### config.mk
export PLATFORM = sky130hd
export DESIGN_NAME = fifo9_frame_check
export DESIGN_NICKNAME = d
export VERILOG_FILES = /design/src/rtl/fifo9_pkg.sv /design/src/rtl/crc32_d8.sv /design/src/rtl/fifo9_frame_check.sv
export SDC_FILE = /design/constraint.sdc
export NUM_CORES = 1
export LEC_CHECK = 0
export BUFFER_PORTS_ARGS = -buffer_cell sky130_fd_sc_hd__buf_2
export CAP_MARGIN = 25
export CORE_AREA = 2 2 126 128
export CTS_CLUSTER_DIAMETER = 50
export DETAILED_ROUTE_END_ITERATION = 8
export DIE_AREA = 0 0 128 130
export SLEW_MARGIN = 15
export SYNTH_ARGS = -nofsm -noshare
export SYNTH_HDL_FRONTEND = slang
export SYNTH_SLANG_ARGS = --single-unit
### constraint.sdc
create_clock -name sys_clk -period 2.8 [get_ports sys_clk]
set_clock_uncertainty 0.2 [all_clocks]
set_input_delay 0.42 -clock sys_clk [delete_from_list [all_inputs] [get_ports sys_clk]]
set_output_delay 0.42 -clock sys_clk [all_outputs]
set_load 0.01 [all_outputs]
### src/rtl/fifo9_pkg.sv
// Shared constants and types for the 9-bit receive FIFO frame checker
// and the CRC-32 byte engine.
package fifo9_pkg;

    localparam logic [31:0] CRC32_POLY    = 32'hEDB88320;
    localparam logic [31:0] CRC32_INIT    = 32'hFFFFFFFF;
    localparam logic [31:0] CRC32_RESIDUE = 32'hDEBB20E3;

    localparam int FCS_LEN   = 4;
    // One extra slot so a byte is only released once four newer bytes exist behind it
    localparam int DLY_DEPTH = FCS_LEN + 1;

    typedef enum logic {
        IDLE = 1'b0,
        DATA = 1'b1
    } state_t;

endpackage

### src/rtl/crc32_d8.sv
// Combinational reflected CRC-32 update over one byte, LSB first.
// Shared with the TX FCS generator.
module crc32_d8
    import fifo9_pkg::*;
(
    input  logic [31:0] crc_in,
    input  logic [7:0]  d,
    output logic [31:0] crc_out
);

    always_comb begin
        crc_out = crc_in;
        for (int i = 0; i < 8; i++) begin
            crc_out = {1'b0, crc_out[31:1]} ^ ((crc_out[0] ^ d[i]) ? CRC32_POLY : 32'h0);
        end
    end

endmodule

### src/rtl/fifo9_frame_check.sv
// Drains the GMII receive FIFO, strips the FCS, checks CRC and length and
// emits sof/eof-framed bytes. Optional counters under FIFO9_FRAME_STATS_EN.
module fifo9_frame_check
    import fifo9_pkg::*;
#(
    parameter logic [10:0] MinLen = 11'd64,
    parameter logic [10:0] MaxLen = 11'd1518
) (
    input  logic        sys_clk,
    input  logic        sys_rst_n,
    input  logic [8:0]  dout,
    input  logic        empty,
    output logic        rd_en,
    output logic [7:0]  out_data,
    output logic        out_valid,
    output logic        out_sof,
    output logic        out_eof,
    output logic        out_err
`ifdef FIFO9_FRAME_STATS_EN
    ,
    output logic [31:0] stat_good,
    output logic [31:0] stat_bad,
    output logic [15:0] stat_drop
`endif
);

    state_t      state;
    logic        rd_q;
    logic [7:0]  dly [DLY_DEPTH];
    logic [2:0]  fill;
    logic [31:0] crc;
    logic [31:0] crc_base;
    logic [31:0] crc_next;
    logic [10:0] len;
    logic        emitted;
    logic        word_ctl;
    logic [7:0]  word_byte;
    logic        dly_full;
    logic        frame_bad;

    assign rd_en     = !empty;
    assign word_ctl  = dout[8];
    assign word_byte = dout[7:0];
    assign dly_full  = (fill == 3'(DLY_DEPTH));
    assign crc_base  = (state == IDLE) ? CRC32_INIT : crc;
    // The residue over payload plus FCS is constant for any good frame
    assign frame_bad = (crc != CRC32_RESIDUE) || (len < MinLen) || (len > MaxLen);

    crc32_d8 u_crc (
        .crc_in  (crc_base),
        .d       (word_byte),
        .crc_out (crc_next)
    );

    always_ff @(posedge sys_clk or negedge sys_rst_n) begin
        if (!sys_rst_n) begin
            rd_q <= 1'b0;
        end else begin
            rd_q <= rd_en & !empty;
        end
    end

    // dly[0] holds the newest byte; once full, dly[DLY_DEPTH-1] is the oldest
    always_ff @(posedge sys_clk or negedge sys_rst_n) begin
        if (!sys_rst_n) begin
            state     <= IDLE;
            fill      <= 3'd0;
            crc       <= CRC32_INIT;
            len       <= 11'd0;
            emitted   <= 1'b0;
            out_data  <= 8'h00;
            out_valid <= 1'b0;
            out_sof   <= 1'b0;
            out_eof   <= 1'b0;
            out_err   <= 1'b0;
            for (int i = 0; i < DLY_DEPTH; i++) begin
                dly[i] <= 8'h00;
            end
        end else begin
            out_data  <= 8'h00;
            out_valid <= 1'b0;
            out_sof   <= 1'b0;
            out_eof   <= 1'b0;
            out_err   <= 1'b0;
            if (rd_q) begin
                case (state)
                    IDLE: begin
                        if (word_ctl) begin
                            dly[0]  <= word_byte;
                            fill    <= 3'd1;
                            crc     <= crc_next;
                            len     <= 11'd1;
                            emitted <= 1'b0;
                            state   <= DATA;
                        end
                    end
                    DATA: begin
                        if (word_ctl) begin
                            for (int i = 1; i < DLY_DEPTH; i++) begin
                                dly[i] <= dly[i-1];
                            end
                            dly[0] <= word_byte;
                            crc    <= crc_next;
                            if (len != 11'h7FF) begin
                                len <= len + 11'd1;
                            end
                            if (dly_full) begin
                                out_valid <= 1'b1;
                                out_data  <= dly[DLY_DEPTH-1];
                                out_sof   <= !emitted;
                                emitted   <= 1'b1;
                            end else begin
                                fill <= fill + 3'd1;
                            end
                        end else begin
                            // Short frames never filled the line and vanish without an eof
                            if (dly_full) begin
                                out_valid <= 1'b1;
                                out_data  <= dly[DLY_DEPTH-1];
                                out_sof   <= !emitted;
                                out_eof   <= 1'b1;
                                out_err   <= frame_bad;
                            end
                            fill    <= 3'd0;
                            crc     <= CRC32_INIT;
                            len     <= 11'd0;
                            emitted <= 1'b0;
                            state   <= IDLE;
                        end
                    end
                    default: state <= IDLE;
                endcase
            end
        end
    end

`ifdef FIFO9_FRAME_STATS_EN
    always_ff @(posedge sys_clk or negedge sys_rst_n) begin
        if (!sys_rst_n) begin
            stat_good <= 32'd0;
            stat_bad  <= 32'd0;
            stat_drop <= 16'd0;
        end else if (rd_q && (state == DATA) && !word_ctl) begin
            if (!dly_full) begin
                stat_drop <= stat_drop + 16'd1;
            end else if (frame_bad) begin
                stat_bad <= stat_bad + 32'd1;
            end else begin
                stat_good <= stat_good + 32'd1;
            end
        end
    end
`endif

endmodule
==> flow_summary.yaml <==
outcome:
  status: "complete, no violations"
cts:
  clock-sinks: 101
  insertion_delay_ns: 0.35
  cts_tree: "yes"
  clkTransAtPathRegs_ns: 0.07
  cts_root_buf: "clkbuf_16"
  max-clock-path-buffers: 2
  post-cts-setup-buffers: 0
  cts_htree_levels: 3
  cts_buffers: 9
die:
  placementRows: 46
  io_pins: 25
  die_x_um: 128
  core_um2: 15400
  fp.dieArea_um2: 16600
  die_h_um: 130
  start_util_pct: 33.9
critical_path:
  ff2ff_path_depth: 6
  rrSetupSlack_ns: 0.14
  critPathCaptureType: "flop"
  crit_chain: "nor2b_1 > xnor2_1 > xnor2_1 > xnor3_2 > mux2_1 > a211oi_1"
  worst_path_max_delay_cell: "dfstp_2"
  critPathLaunchType: "flop"
  critPathArrivalTime_ns: 2.70
  reg2reg_from: "crc[0]$_DFFE_PN1P_"
  setup.worst_path.class: "flop to flop"
  worstReg2RegEnd: "crc[20]$_DFFE_PN1P_"
  critPathMostFrequentCell: "xnor2_1"
  cpPeakStageDelay_ns: 0.60
  crit_fanout: 7
  cp.required_ns: 2.84
global_route:
  grt_pass1_vias: 3556
  grt_pass1_wl_um: 18900
  grt_use_total_pct: 14.7
  antenna_found_initial: 0
  overflow: 0
  grt_max_degree: 43
run:
  cap_violations: 0
sta:
  final_hold_viol_count: 0
  rsz0062_at_grt: "no"
  whs_ns: 0.0181
  slew_viol_final: 0
  period_needed_ns: 2.66
  relSlewSlack_pct: 56.9
  fin_crit_sh_pct: 94.8
  tightest_slew_ns: 0.646
  setup_tns_ns: 0
  setup_viol: 0
  fmax_mhz: 377
final_layout:
  num-fill-cells: 1501
  fin_area_um2: 5900
  drive_gt1_share_pct: 24.9
  antenna_cells: 0
  seqCellArea_um2: 2570
  layout_common_cells: "dfrtp_1, xnor2_1, nor2_1"
  mostFrequentLayoutCell: "dfrtp_1"
  multi_input_area_um2: 2490
  final_cells: 718
  fin_nets: 536
  area_growth_pct: 13.0
hold_path:
  worstHoldEndpoint: "rd_q$_DFF_PN0_"
  hp-start: "empty"
  min_path_type: "input port to flop"
  min_path_cells: 2
pwr:
  power_density_nw_per_um2: 972
  leakagePower_uw: 0.00252
  vdd_drop_max_mv: 0.396
  seq_power_share_pct: 41.9
  p_comb_share_pct: 36.1
  switching_share_pct: 32.9
  clockPowerShare_pct: 21.9
  p_int_uw: 3850
  p_sw_uw: 1890
synthesis:
  ys_seq_area_share_pct: 49.2
  ys.flop_type: "dfrtp_1"
  synth_nets: 514
  synth_cells: 499
  ys_ff_latch: 101
  ys_top_cells_by_area: "dfrtp_1, dfstp_2, xnor2_1"
  syn_area_per_cell_um2: 10.5
  yosysTopAreaCell: "dfrtp_1"
  syn_area_um2: 5220
  postSynth.asyncResetShare_pct: 100
  netlist.area_leader.share_pct: 33.1
  synth_cell_types: 48
  ys_warn_count: 0
  synth_edf_count: 0
placement:
  routabilityCongestion: 0.876
  place_hpwl_um: 7920
  place_inst: 701
  placed_cell_area_um2: 5590
  portBuffers: 24
routing:
  vias_per_cell: 4.94
  drt-pass1-iter-count: 4
  route.detailed.drc: 0
  final_antenna_net_count: 0
  avgRoutedWirePerCell_um: 15.7
  drtIter0Drc: 225
  vias: 3547
  wl_um: 11300
-- how the worst max path moves through the flow --
stage | start | to | depth (start not counted)
6_report | crc[0]$_DFFE_PN1P_ | crc[20]$_DFFE_PN1P_ | 6
5_1_grt | crc[0]$_DFFE_PN1P_ | crc[20]$_DFFE_PN1P_ | 6
4_1_cts | crc[0]$_DFFE_PN1P_ | crc[20]$_DFFE_PN1P_ | 6
3_5_place_dp | crc[0]$_DFFE_PN1P_ | crc[20]$_DFFE_PN1P_ | 6
3_3_place_gp | crc[0]$_DFFE_PN1P_ | crc[23]$_DFFE_PN1P_ | 6
2_1_floorplan | crc[0]$_DFFE_PN1P_ | crc[20]$_DFFE_PN1P_ | 7
-- power by group through the flow --
stage               logic [uW]  registers, uW  clock network [uW]
floorplan                 1760           2250                   0
global placement          2040           2410                   0
detailed placement        2070           2430                   0
CTS                       2090           2410                1300
global route              2270           2470                1360
finish                    2070           2410                1260
-- cells in the mapped netlist, types with 2 or more instances --
cell type and count:
a211oi_1 4, dfrtp_1 69, nand3_1 2, a21oi_1 31, o22ai_1 9, mux2i_1 2, buf_1 7, nand4b_1 3
nor4_1 2, and3_1 2, nor4bb_1 2, nand2b_1 5, nor2b_1 3, mux2_2 32, o22a_1 6, and2_1 11
xor2_4 2, xnor2_2 3, a21boi_0 2, o21ai_0 15, dfstp_2 32, buf_2 4, ha_1 3, nor2_1 61
xor2_1 16, nand2_1 41, nor3_1 7, nand4_1 8, a31oi_1 4, xnor2_1 65, o21a_1 2, inv_1 9
mux2_1 2, or2_2 2, clkbuf_1 18
-- what timing repair did --
action,4_1_cts,5_1_grt
endpoints found under the hold margin,36,0
resized for setup,0,0
hold buffers,1,0
-- final cells by class --
cell class	count	area share [%]
Clock inverter	6	1.04
Multi-Input combinational cell	358	42.2
Timing Repair Buffer	41	4.49
Clock buffer	10	4.05
Inverter	10	0.636
Sequential cell	101	43.5
Tap cell	192	4.07
-- registers in the layout, summed over array words and instances, names as in the netlist --
| name | count |
|---|---|
| len | 11 |
| out_sof | 1 |
| fill | 3 |
| rd_q | 1 |
| out_data | 8 |
| emitted | 1 |
| state | 1 |
| crc | 32 |
| out_eof | 1 |
| out_valid | 1 |
| out_err | 1 |
| dly | 40 |
-- cells by family after synthesis --
family | count (synthesis) | synth area share (%)
compound gates | 76 | 8.62
buf+inv | 40 | 3.11
mux | 36 | 7.71
simple gates | 154 | 13.7
flops | 101 | 49.2
fa+ha+maj | 3 | 0.719
xor+xnor | 89 | 17.0
-- metal layers --
metal  up-vias  GRT usage [%]  share of wire [%]  routed length [um]
li1       1724              -                  -                   -
met1      1741           20.1                 46                5220
met2        69           23.4                 48                5410
met3        13           2.42                3.8                 428
met4         0           5.82                1.7                 191
met5         -              0                  0                   0
-- worst max-delay path: cells and delay by family (launching register included) --
kind            cells  cell delay [ns]
xor+xnor            3             0.99
flops               1             0.60
mux                 1             0.35
compound gates      1             0.33
simple gates        1             0.07
-- metrics by stage --
step                setup WS (ns)  total power (uW)  utilization [%]
finish                      0.144              5740             38.3
global route               0.0850              6110             38.3
CTS                         0.155              5790             38.3
detailed placement          0.252              4500             36.3
global placement            0.412              4450             36.3
floorplan                   0.288              4010                -
Power figures use the tool's default switching activity.
